===== src/rtl/sound_arbiter.sv =====
// sound_arbiter: shares one tone generator between four requesters.
//
// Each requester posts a {duration ms, half period us} pair into its own slot;
// the arbiter grants one buffered tone at a time, hands its parameters to the
// generator and reports the grant and its completion back to the requester.
//
// Ports:
//   Clock, Reset       clock, asynchronous active-low reset
//   Req_i, Cancel_i    per-requester post / drop of a pending tone
//   Duration_ms_i      lane n at [16n+15:16n], tone length in ms
//   HalfPeriod_us_i    lane n at [16n+15:16n], half period in us
//   Pending_o          tone buffered and waiting, per requester
//   Grant_o            one-hot owner of the generator
//   Done_o             one-cycle completion pulse of the granted tone
//   Request_o          one-cycle start pulse to the generator
//   Duration_ms_o      tone length presented to the generator
//   HalfPeriod_us_o    half period presented to the generator
//   GenBusy_i          generator busy, status only
//   GenDone_i          generator completion pulse, honoured only in WAIT_GEN
//
// Build option: SOUND_ARBITER_FIXED_PRIORITY_EN selects lowest-index-wins
// arbitration instead of round-robin.
module sound_arbiter (
  input  logic        Clock,
  input  logic        Reset,
  input  logic [3:0]  Req_i,
  input  logic [3:0]  Cancel_i,
  input  logic [63:0] Duration_ms_i,
  input  logic [63:0] HalfPeriod_us_i,
  output logic [3:0]  Pending_o,
  output logic [3:0]  Grant_o,
  output logic [3:0]  Done_o,
  output logic        Request_o,
  output logic [15:0] Duration_ms_o,
  output logic [15:0] HalfPeriod_us_o,
  input  logic        GenBusy_i,
  input  logic        GenDone_i
);
  typedef enum logic [1:0] {IDLE, WAIT_GEN, DONE} state_t;
  state_t      state_q;
  logic [3:0]  pend_q, pend_d, grant_q, done_q;
  logic [15:0] dur_q [4];
  logic [15:0] hp_q [4];
  logic        req_q;
  logic [15:0] dur_o_q, hp_o_q;
  logic [1:0]  win_d, zero_q;
  logic        grant_now, unused_gen_busy;
`ifndef SOUND_ARBITER_FIXED_PRIORITY_EN
  logic [1:0]  last_q, idx;
`endif
  assign unused_gen_busy = GenBusy_i;
  always_comb begin
    win_d = '0;
`ifdef SOUND_ARBITER_FIXED_PRIORITY_EN
    for (int i = 3; i >= 0; i--)
      if (pend_q[i]) win_d = 2'(i);
`else
    // Scan last+4 (=last) down to last+1 so the nearest pending requester after last wins.
    idx = '0;
    for (int i = 4; i >= 1; i--) begin
      idx = last_q + 2'(i);
      if (pend_q[idx]) win_d = idx;
    end
`endif
  end
  always_comb begin
    grant_now = (state_q == IDLE) && |pend_q;
    for (int i = 0; i < 4; i++)
      pend_d[i] = Cancel_i[i] ? 1'b0 : Req_i[i] ? 1'b1 : (grant_now && win_d == 2'(i)) ? 1'b0 : pend_q[i];
  end
  always_ff @(posedge Clock or negedge Reset) begin
    if (!Reset) begin
      pend_q <= '0;
      for (int i = 0; i < 4; i++) begin
        dur_q[i] <= '0;
        hp_q[i]  <= '0;
      end
    end else begin
      pend_q <= pend_d;
      for (int i = 0; i < 4; i++)
        if (Req_i[i]) begin
          dur_q[i] <= Duration_ms_i[16*i +: 16];
          hp_q[i]  <= HalfPeriod_us_i[16*i +: 16];
        end
    end
  end
  // Zero-length tones bypass the generator; zero_q paces them so Done_o
  // lands two edges after the grant edge.
  always_ff @(posedge Clock or negedge Reset) begin
    if (!Reset) begin
      state_q <= IDLE;
      grant_q <= '0;
      done_q  <= '0;
      req_q   <= 1'b0;
      dur_o_q <= '0;
      hp_o_q  <= '0;
      zero_q  <= '0;
`ifndef SOUND_ARBITER_FIXED_PRIORITY_EN
      last_q  <= 2'd3;
`endif
    end else begin
      req_q  <= 1'b0;
      done_q <= '0;
      case (state_q)
        IDLE: if (grant_now) begin
          dur_o_q <= dur_q[win_d];
          hp_o_q  <= hp_q[win_d];
          grant_q <= 4'b1 << win_d;
`ifndef SOUND_ARBITER_FIXED_PRIORITY_EN
          // last_q is only read in IDLE, so committing it at grant equals committing at completion.
          last_q  <= win_d;
`endif
          if (dur_q[win_d] != '0) begin
            req_q   <= 1'b1;
            state_q <= WAIT_GEN;
          end else begin
            zero_q  <= 2'd2;
            state_q <= DONE;
          end
        end
        WAIT_GEN: if (GenDone_i) begin
          done_q  <= grant_q;
          grant_q <= '0;
          state_q <= DONE;
        end
        DONE: begin
          zero_q <= zero_q == 2'd0 ? 2'd0 : zero_q - 2'd1;
          if (zero_q == 2'd1) begin
            done_q  <= grant_q;
            grant_q <= '0;
          end
          if (zero_q == 2'd0) state_q <= IDLE;
        end
        default: state_q <= IDLE;
      endcase
    end
  end
  assign Pending_o       = pend_q;
  assign Grant_o         = grant_q;
  assign Done_o          = done_q;
  assign Request_o       = req_q;
  assign Duration_ms_o   = dur_o_q;
  assign HalfPeriod_us_o = hp_o_q;
endmodule


===== config.mk =====
export PLATFORM = sky130hd
export DESIGN_NAME = sound_arbiter
export DESIGN_NICKNAME = d
export VERILOG_FILES = /design/src/rtl/sound_arbiter.sv
export SDC_FILE = /design/constraint.sdc
export NUM_CORES = 1
export LEC_CHECK = 0
export ABC_AREA = 0
export BUFFER_PORTS_ARGS = -buffer_cell sky130_fd_sc_hd__buf_2
export CORE_ASPECT_RATIO = 0.6
export CORE_UTILIZATION = 40
export CTS_CLUSTER_DIAMETER = 200
export CTS_CLUSTER_SIZE = 40
export DETAILED_ROUTE_END_ITERATION = 12
export PLACE_DENSITY = 0.69
export SETUP_SLACK_MARGIN = 0.15
export SYNTH_ARGS = -nofsm -noshare
export SYNTH_HDL_FRONTEND = slang
export SYNTH_SLANG_ARGS = --single-unit

===== constraint.sdc =====
create_clock -name Clock -period 2.4 [get_ports Clock]
set_input_delay 0.12 -clock Clock [delete_from_list [all_inputs] [get_ports Clock]]
set_output_delay 0.12 -clock Clock [all_outputs]
set_load 0.005 [all_outputs]

==> results_tabular.tex, run 1 <==
\begin{tabular}{lr}
\hline
Metric & Value \\
\hline
\multicolumn{2}{l}{\textbf{Global route}} \\
\quad Pin count of the biggest net entering global routing & between 60 and 70 \\
\quad Global routing met1 resource utilization & 0.393 \\
\quad GR met2 Demand/Resource & 0.387 \\
\quad Met3 track utilization from global routing & 0.0521 \\
\quad Overall Global Routing Usage & 0.263 \\
\quad Number of global-route vias before repair & about 7500 \\
\quad Global-route wire length before repair & about 42000 µm \\
\quad Busiest grt layer & met1 \\
\quad Grt total ovfl & 0 \\
\quad Initial antenna violation count & 0 \\
\multicolumn{2}{l}{\textbf{Finish}} \\
\quad Share of cells above drive strength 1 & 0.416 \\
\quad Final Net Count & approximately 1300 \\
\quad Layout-stage area growth over the synthesis result & 56.3\% \\
\quad Final Util & 0.639 \\
\quad Final Instance Area & $\sim$0.013 mm² \\
\quad Count of placed standard cells in the final layout, fillers left out & around 1400 \\
\quad Number of antenna cells inserted & 0 \\
\multicolumn{2}{l}{\textbf{Setup path}} \\
\quad Cell with the biggest individual delay on the critical path & sky130\_fd\_sc\_hd\_\_dfstp\_2 \\
\quad Logic depth of the worst setup path including buffers & 9 \\
\quad Worst setup path category & reg -> reg \\
\quad Gate family responsible for the most delay along the worst path & compound AO/OA/AOI/OAI gates \\
\quad Startpoint of the worst-slack reg-to-reg timing path & last\_q[1] \\
\quad Highest net fanout along the worst path & 7 \\
\quad Internal reg-to-reg setup slack & -0.31 ns \\
\quad R2r worst-path depth & 9 \\
\quad Longest individual stage delay on the worst path & 0.64 ns \\
\quad Startpoint of the most critical setup path & last\_q[1] \\
\quad Type of origin of the critical path & register \\
\quad Combined buffer and inverter count along the critical path & 2 \\
\quad Worst endpoint data arrival time & between 3 and 4 ns \\
\quad Capture point of the critical path & zero\_q[1] \\
\quad Cell repeated most along the worst path & sky130\_fd\_sc\_hd\_\_buf\_12 \\
\quad Kind of capture point of the worst setup path & register \\
\quad Reg-to-reg critical path endpoint & zero\_q[1] \\
\quad Required arrival time at the worst endpoint & 2.70 ns \\
\quad Ordered list of cells on the worst path & nand3b\_4, a31o\_4, buf\_12, buf\_12, a221oi\_2, o22ai\_2, nor4\_4, a311o\_1, o311ai\_2 \\
\multicolumn{2}{l}{\textbf{Pwr}} \\
\quad Peak supply drop & 0.606 mV \\
\quad Leakage power of the design & just under 6 nW \\
\quad Power density over cell area & a little over 900 mW/mm² \\
\quad Power after layout & 11.9 mW \\
\multicolumn{2}{l}{\textbf{CTS}} \\
\quad Maximum buffer depth of the clock tree & 2 \\
\quad Clock tree from TritonCTS & done \\
\quad Clock sink count & about 180 \\
\quad Reg clk slew, reported paths & around 0.07 ns \\
\quad Clock buffer count from CTS & 17 \\
\quad Clock root buffer master & sky130\_fd\_sc\_hd\_\_clkbuf\_16 \\
\quad Clock latency on the worst-skew pair & about 0.44 ns \\
\quad H-tree depth & 4 \\
\multicolumn{2}{l}{\textbf{STA}} \\
\quad Min cycle time layout & $\sim$2.7 ns \\
\quad Highest attainable clock frequency & around 370 MHz \\
\quad Final number of max-transition violations & 0 \\
\quad Period Utilization, post-route & 1.13 \\
\quad Setup violation total in the final timing report & 5 \\
\quad Total count of hold-check failures in the final report & 0 \\
\quad Clock skew & around 0.013 ns \\
\quad Max-Slew Margin vs Limit & 0.379 \\
\quad Setup repair after global routing missed its margin & true \\
\quad Worst-Margin Slew & around 0.93 ns \\
\quad Post-route setup slack & -0.313 ns \\
\multicolumn{2}{l}{\textbf{Detailed routing}} \\
\quad Number of nets with antenna violations after routing & 0 \\
\quad Total via count after detailed routing & between 7000 and 8000 \\
\quad Remaining routing DRC violations & 0 \\
\quad DRC marker count from the first detailed-route iteration & between 500 and 600 \\
\quad Number of detailed-route iterations in the first pass & 4 \\
\quad Post-DR wirelength/cell & 19.0 µm \\
\quad Drt via density & 5.19 \\
\quad Routed wire length & 27300 µm \\
\multicolumn{2}{l}{\textbf{Die}} \\
\quad CORE AREA & 0.0200 mm² \\
\quad Chip Width & approximately 190 µm \\
\quad Total die area & 0.0211 mm² \\
\quad Die height & 113 µm \\
\quad Initial core utilization & 0.409 \\
\quad Number of I/O pins & around 190 \\
\quad Number of core rows & 40 \\
\multicolumn{2}{l}{\textbf{Run}} \\
\quad Number of maximum-capacitance violations & 0 \\
\multicolumn{2}{l}{\textbf{Synthesis}} \\
\quad Combined area of all synthesized cells & 0.00818 mm² \\
\quad Area share of the largest cell type after synthesis & 0.541 \\
\quad Distinct cell type count after synthesis & 43 \\
\quad Synthesized netlist net count & 907 \\
\quad Cell accounting for the most synthesized area & sky130\_fd\_sc\_hd\_\_dfrtp\_1 \\
\quad Number of cells produced by synthesis & around 760 \\
\quad Mapped Avg Cell Area & about 11 µm² \\
\quad Main synth FF type & sky130\_fd\_sc\_hd\_\_dfrtp\_1 \\
\quad EDFF count, synth & 0 \\
\quad Number of flip-flops and latches in the synthesized netlist & about 180 \\
\quad Leading cell types by total area after synthesis & sky130\_fd\_sc\_hd\_\_dfrtp\_1 (54\%), sky130\_fd\_sc\_hd\_\_mux2\_2 (13\%), sky130\_fd\_sc\_hd\_\_nand2\_1 (7.2\%) \\
\quad Asr flop ratio synth & 1.00 \\
\quad Share of the yosys chip area belonging to registers & 0.548 \\
\quad Synth warnings & 0 \\
\multicolumn{2}{l}{\textbf{Place}} \\
\quad Placement-stage cell area & roughly 0.010 mm² \\
\quad Number of cells after detailed placement & around 1200 \\
\quad Global placement routability congestion & 0.863 \\
\quad Quantity of I/O buffers inserted on ports & around 180 \\
\quad Detail Placement HPWL & approximately 17000 µm \\
\multicolumn{2}{l}{\textbf{Outcome}} \\
\quad Violated checks & negative setup slack \\
\quad Result of the run & finished with violations \\
\multicolumn{2}{l}{\textbf{Hold path}} \\
\quad Kind of path behind the tightest hold check & in -> async \\
\hline
\end{tabular}
cells in the final DEF, fill, tap and decap left out, drive strengths merged, types with 6 or more instances in the layout:
cell | synthesis | final
o31ai | 17 | 17
inv | 37 | 39
o21ai | 54 | 54
nand3 | 37 | 37
mux2 | 96 | 96
a2111oi | 16 | 16
a21oi | 6 | 6
buf | 15 | 291
dfrtp | 177 | 177
nor2 | 9 | 9
clkbuf | 45 | 22
clkinv | 0 | 6
o22ai | 8 | 8
nand2 | 158 | 158
a221oi | 16 | 16
a311oi | 32 | 32
dlygate4sd3 | 0 | 133
state kept, by name (all words and copies together) (netlist names), 4 cells and up:
name and count:
Pending_o 4, HalfPeriod_us_o 16, Duration_ms_o 16, hp_q 64, dur_q 64, Done_o 4, Grant_o 4
cells by family after synthesis:
kind of cell / Yosys count / synth area share
simple gates: 219 / 0.116
flops: 179 / 0.548
compound gates: 167 / 0.148
buf+inv: 97 / 0.0488
mux: 97 / 0.133
fa+ha+maj: 4 / 0.00612
cell type report:
cell class / count / area, µm²
clock buffer: 21 / 460
clock inverter: 11 / 104
fill: 1553 / 7230
inverter: 37 / 139
multi-input combinational: 487 / 3910
sequential: 179 / 4480
tap: 273 / 342
timing repair buffer: 425 / 3360
report_power, final:
group	internal (mW)	switching [mW]	total (mW)
clock	1.49	1.24	2.73
combinational	2.51	2.69	5.20
sequential	3.60	0.394	4.00
total	7.60	4.32	11.9
per-stage QoR:
step | setup TNS (ns) | setup slack [ns] | hold WS [ns]
floorplan | -0.0472 | -0.0472 | -0.176
global placement | -0.961 | -0.224 | 0.0761
detailed placement | -1.38 | -0.339 | 0.0730
CTS | -1.29 | -0.301 | 0.169
global route | -1.85 | -0.394 | 0.189
finish | -1.36 | -0.313 | 0.173
cells in the mapped netlist (3+ instances only):
cell / count
sky130_fd_sc_hd__a311oi_1: 32
sky130_fd_sc_hd__nand3_1: 37
sky130_fd_sc_hd__clkbuf_1: 45
sky130_fd_sc_hd__nor2_1: 8
sky130_fd_sc_hd__o41ai_1: 4
sky130_fd_sc_hd__buf_6: 4
sky130_fd_sc_hd__a2111oi_1: 5
sky130_fd_sc_hd__and2_1: 5
sky130_fd_sc_hd__a2111oi_0: 11
sky130_fd_sc_hd__o21ai_0: 52
sky130_fd_sc_hd__a31oi_1: 3
sky130_fd_sc_hd__inv_1: 37
sky130_fd_sc_hd__a221oi_1: 16
sky130_fd_sc_hd__a21oi_1: 6
sky130_fd_sc_hd__ha_1: 4
sky130_fd_sc_hd__o22ai_1: 8
sky130_fd_sc_hd__buf_1: 7
sky130_fd_sc_hd__nand2_1: 158
sky130_fd_sc_hd__buf_2: 4
sky130_fd_sc_hd__o31ai_1: 17
sky130_fd_sc_hd__mux2_2: 96
sky130_fd_sc_hd__dfrtp_1: 177
sky130_fd_sc_hd__nor2b_1: 3
worst min-delay path by stage:
stage / startpoint / slack, ns / cells past startpoint / end
4_1_cts: Reset / 0.17 / 2 / hp_q[42]
3_3_place_gp: Reset / 0.08 / 1 / hp_q[61]
2_1_floorplan: Reset / -0.18 / 0 / Done_o[0]
6_report: Reset / 0.17 / 2 / hp_q[62]
5_1_grt: Reset / 0.19 / 2 / HalfPeriod_us_o[12]
3_5_place_dp: Reset / 0.07 / 1 / hp_q[62]
per-layer routing:
metal  vias to the layer above  share of wire  wire length (µm)
met1                      3658           0.50             13600
met5                         -              0                 0
met2                       241           0.44             11900
met3                        35          0.052              1410
li1                       3498              -                 -
met4                         0          0.016               446
timing repair:
action / 4_1_cts / 5_1_grt
gates resized for setup: 21 / 13
endpoints found under the setup margin: 23 / 24
hold buffers: 133 / 0
gates cloned: 1 / 1
pin swaps: 12 / 6
endpoints found under the hold margin: 194 / 0
buffers inserted: 10 / 12
Power figures use the tool's default switching activity.
==> run 2: changes to the inputs <==
==> constraint.sdc (replaced) <==
create_clock -name Clock -period 2.4 [get_ports Clock]
set_input_delay 0.24 -clock Clock [delete_from_list [all_inputs] [get_ports Clock]]
set_output_delay 0.24 -clock Clock [all_outputs]
set_load 0.005 [all_outputs]
==> run 2 against run 1 <==
The run still ends with negative setup slack left; via count is 7.7% lower; combinational power is 6.0% lower; sequential cell count unchanged; core utilization is 6.8 points lower; register-to-register slack gained 0.03 ns; clock skew is 0.00081 ns higher; die area unchanged; sequential share of layout area increased by 4.1 points; setup slack better by 0.032 ns; worst hold slack worse by 0.16 ns; wire length fell by 10%; cell count is 9.8% lower.
==> results_tabular.tex, run 2 (same netlist as run 1, synthesis figures left out) <==
\begin{tabular}{lr}
\hline
Metric & Value \\
\hline
\multicolumn{2}{l}{\textbf{STA}} \\
\quad Post-route setup slack & -0.281 ns (+0.0318 ns) \\
\quad Final number of max-transition violations & 0 (unchanged) \\
\quad Clock skew & 0.0134 ns (+0.000815 ns) \\
\quad Min cycle time layout & 2.68 ns (-0.0318 ns) \\
\quad Period Utilization, post-route & 1.12 (-0.0132) \\
\quad Highest attainable clock frequency & 373 MHz (+1.2\%) \\
\quad Worst-Margin Slew & 0.786 ns (-0.147 ns) \\
\quad Setup repair after global routing missed its margin & true \\
\quad Post-route worst hold slack & 0.0171 ns (-0.156 ns) \\
\quad Setup violation total in the final timing report & 5 (unchanged) \\
\quad Max-Slew Margin vs Limit & 0.476 (+0.0978) \\
\quad Total count of hold-check failures in the final report & 0 (unchanged) \\
\multicolumn{2}{l}{\textbf{Place}} \\
\quad Global placement routability congestion & 0.847 (-1.9\%) \\
\quad Detail Placement HPWL & 17300 µm (about the same) \\
\quad Quantity of I/O buffers inserted on ports & 183 (unchanged) \\
\quad Number of cells after detailed placement & 1241 (-0.24\%) \\
\multicolumn{2}{l}{\textbf{Finish}} \\
\quad Commonest non-fill, non-tap cell in the layout & sky130\_fd\_sc\_hd\_\_buf\_2 \\
\quad Final Net Count & 1150 (-11\%) \\
\quad Count of placed standard cells in the final layout, fillers left out & 1292 (-9.8\%) \\
\quad Layout-stage area growth over the synthesis result & 39.8\% \\
\quad Share of cells above drive strength 1 & 0.457 (+0.0418) \\
\quad Largest regs & dur\_q x64, hp\_q x64 \\
\quad Layout fillers & 1756 (+13\%) \\
\quad Commonest cells after routing, fill and taps aside & sky130\_fd\_sc\_hd\_\_buf\_2 (182), sky130\_fd\_sc\_hd\_\_dfrtp\_1 (176), sky130\_fd\_sc\_hd\_\_nand2\_1 (157), sky130\_fd\_sc\_hd\_\_mux2\_2 (96), sky130\_fd\_sc\_hd\_\_buf\_4 (71) \\
\quad Number of antenna cells inserted & 0 (unchanged) \\
\multicolumn{2}{l}{\textbf{CTS}} \\
\quad Clock sink count & 179 (unchanged) \\
\quad H-tree depth & 4 (unchanged) \\
\quad Clock buffer count from CTS & 17 (unchanged) \\
\quad Clock latency on the worst-skew pair & 0.43 ns (about the same) \\
\quad Clock root buffer master & sky130\_fd\_sc\_hd\_\_clkbuf\_16 \\
\quad Clock tree from TritonCTS & done \\
\quad Maximum buffer depth of the clock tree & 2 (unchanged) \\
\quad Reg clk slew, reported paths & 0.07 ns (about the same) \\
\multicolumn{2}{l}{\textbf{Die}} \\
\quad Total die area & 0.0211 mm² (unchanged) \\
\quad Initial core utilization & 0.409 (unchanged) \\
\quad Chip Width & 187 µm (unchanged) \\
\quad Number of core rows & 40 (unchanged) \\
\quad Number of I/O pins & 185 (unchanged) \\
\quad Die height & 113 µm (unchanged) \\
\quad CORE AREA & 0.0200 mm² (unchanged) \\
\multicolumn{2}{l}{\textbf{Pwr}} \\
\quad Sw Pwr & 4.21 mW (-2.5\%) \\
\quad Clock network power share & 0.247 (+0.018) \\
\quad Internal power of the cells & 7.58 mW (-0.32\%) \\
\quad Leakage power of the design & 5.28 nW (-10\%) \\
\quad Share of power burned in combinational logic & 0.415 (-0.021) \\
\quad Power density over cell area & 1030 mW/mm² (+11\%) \\
\quad Fraction of power spent switching nets & 0.357 (-0.00500) \\
\quad Peak supply drop & 0.599 mV (-1.1\%) \\
\quad Proportion of power drawn by flip-flops and latches & 0.339 (+0.004) \\
\quad Power after layout & 11.8 mW (-1.1\%) \\
\multicolumn{2}{l}{\textbf{Hold path}} \\
\quad Kind of path behind the tightest hold check & in -> reg \\
\multicolumn{2}{l}{\textbf{Run}} \\
\quad Number of maximum-capacitance violations & 0 (unchanged) \\
\multicolumn{2}{l}{\textbf{Setup path}} \\
\quad Kind of capture point of the worst setup path & register \\
\quad Highest net fanout along the worst path & 7 (unchanged) \\
\quad Capture point of the critical path & zero\_q[1] \\
\quad Internal reg-to-reg setup slack & -0.28 ns (+0.03 ns) \\
\quad Worst setup path category & reg -> reg \\
\quad R2r worst-path depth & 11 (+2) \\
\quad Startpoint of the most critical setup path & last\_q[1] \\
\quad Startpoint of the worst-slack reg-to-reg timing path & last\_q[1] \\
\quad Worst endpoint data arrival time & 2.98 ns (-0.03 ns) \\
\quad Required arrival time at the worst endpoint & 2.70 ns (about the same) \\
\quad Reg-to-reg critical path endpoint & zero\_q[1] \\
\quad Type of origin of the critical path & register \\
\multicolumn{2}{l}{\textbf{Detailed routing}} \\
\quad DRC marker count from the first detailed-route iteration & 470 (-14\%) \\
\quad Routed wire length & 24600 µm (-10\%) \\
\quad Number of nets with antenna violations after routing & 0 (unchanged) \\
\quad Remaining routing DRC violations & 0 (unchanged) \\
\quad Post-DR wirelength/cell & 19.0 µm (-0.20\%) \\
\quad Drt via density & 5.31 (+2.3\%) \\
\quad Number of detailed-route iterations in the first pass & 5 (+1) \\
\quad Total via count after detailed routing & 6857 (-7.7\%) \\
\multicolumn{2}{l}{\textbf{Global route}} \\
\quad Overall Global Routing Usage & 0.242 (-0.0210) \\
\quad Initial antenna violation count & 1 (+1) \\
\quad Global-route wire length before repair & 38900 µm (-8.0\%) \\
\quad Number of global-route vias before repair & 6737 (-10\%) \\
\quad Grt total ovfl & 0 (unchanged) \\
\quad Pin count of the biggest net entering global routing & 55 (-14\%) \\
\multicolumn{2}{l}{\textbf{Outcome}} \\
\quad Result of the run & finished with violations \\
\quad Violated checks & negative setup slack \\
\hline
\end{tabular}
[run 2: what timing repair did]
action,CTS,global route
setup endpoints to repair,6,12
resized for setup,20,5
hold endpoints to repair,55,0
gates cloned,0,1
setup buffers,8,2
pin swaps,10,4
hold buffers,8,0
[run 2: per-stage QoR]
step                      utilization  cell area [µm²]  TNS, ns  setup WS, ns
after CTS                       0.567            11300   -0.913        -0.227
after floorplan                     -             8720  -0.0472       -0.0472
after global placement          0.522            10500    -1.05        -0.255
final                           0.571            11400    -1.18        -0.281
after global routing            0.571            11400    -1.76        -0.421
after detailed placement        0.522            10500    -1.39        -0.307
[run 2: worst min-delay path by stage]
stage / from / end / slack, ns / cells after the start
5_1_grt: Duration_ms_i[43] / dur_q[27] / 0.01 / 3
2_1_floorplan: Reset / Done_o[0] / -0.06 / 0
3_5_place_dp: Reset / Done_o[2] / 0.23 / 1
3_3_place_gp: Reset / hp_q[60] / 0.24 / 1
6_report: Duration_ms_i[47] / dur_q[31] / 0.02 / 3
4_1_cts: Duration_ms_i[58] / dur_q[10] / 0.004 / 3
[run 2: critical path: stages, from the launching register on]
cell and delay [ns]:
sky130_fd_sc_hd__dfstp_2 0.62, sky130_fd_sc_hd__buf_12 0.13, sky130_fd_sc_hd__mux2i_4 0.23, sky130_fd_sc_hd__buf_6 0.12, sky130_fd_sc_hd__o21ai_4 0.12, sky130_fd_sc_hd__buf_12 0.18, sky130_fd_sc_hd__a2111oi_4 0.28, sky130_fd_sc_hd__o22ai_2 0.16
sky130_fd_sc_hd__nor4_4 0.26, sky130_fd_sc_hd__buf_4 0.17, sky130_fd_sc_hd__a311o_1 0.18, sky130_fd_sc_hd__o311ai_2 0.09
[run 2: layout make-up]
type                            count  area [µm²]  area share
Inverter                           37         139      0.0121
Tap cell                          273         342      0.0299
Timing Repair Buffer              284        1960       0.172
Multi-Input combinational cell    487        3900       0.341
Sequential cell                   179        4480       0.392
Clock inverter                      9         119      0.0104
Clock buffer                       23         498      0.0435
[run 2: routing by layer]
metal | global-route usage | share of wire
met4 | 0.0667 | 0.013
met1 | 0.377 | 0.51
met2 | 0.340 | 0.42
met3 | 0.0471 | 0.055
met5 | 0 | 0.00053
[run 2: power by group through the flow]
stage	registers, mW	logic, mW	clock network [mW]
5_1_grt	4.06	5.29	3.09
2_1_floorplan	3.96	2.67	0
6_report	3.99	4.89	2.91
3_5_place_dp	4.05	4.47	0
4_1_cts	3.99	4.73	2.97
3_3_place_gp	4.02	4.39	0
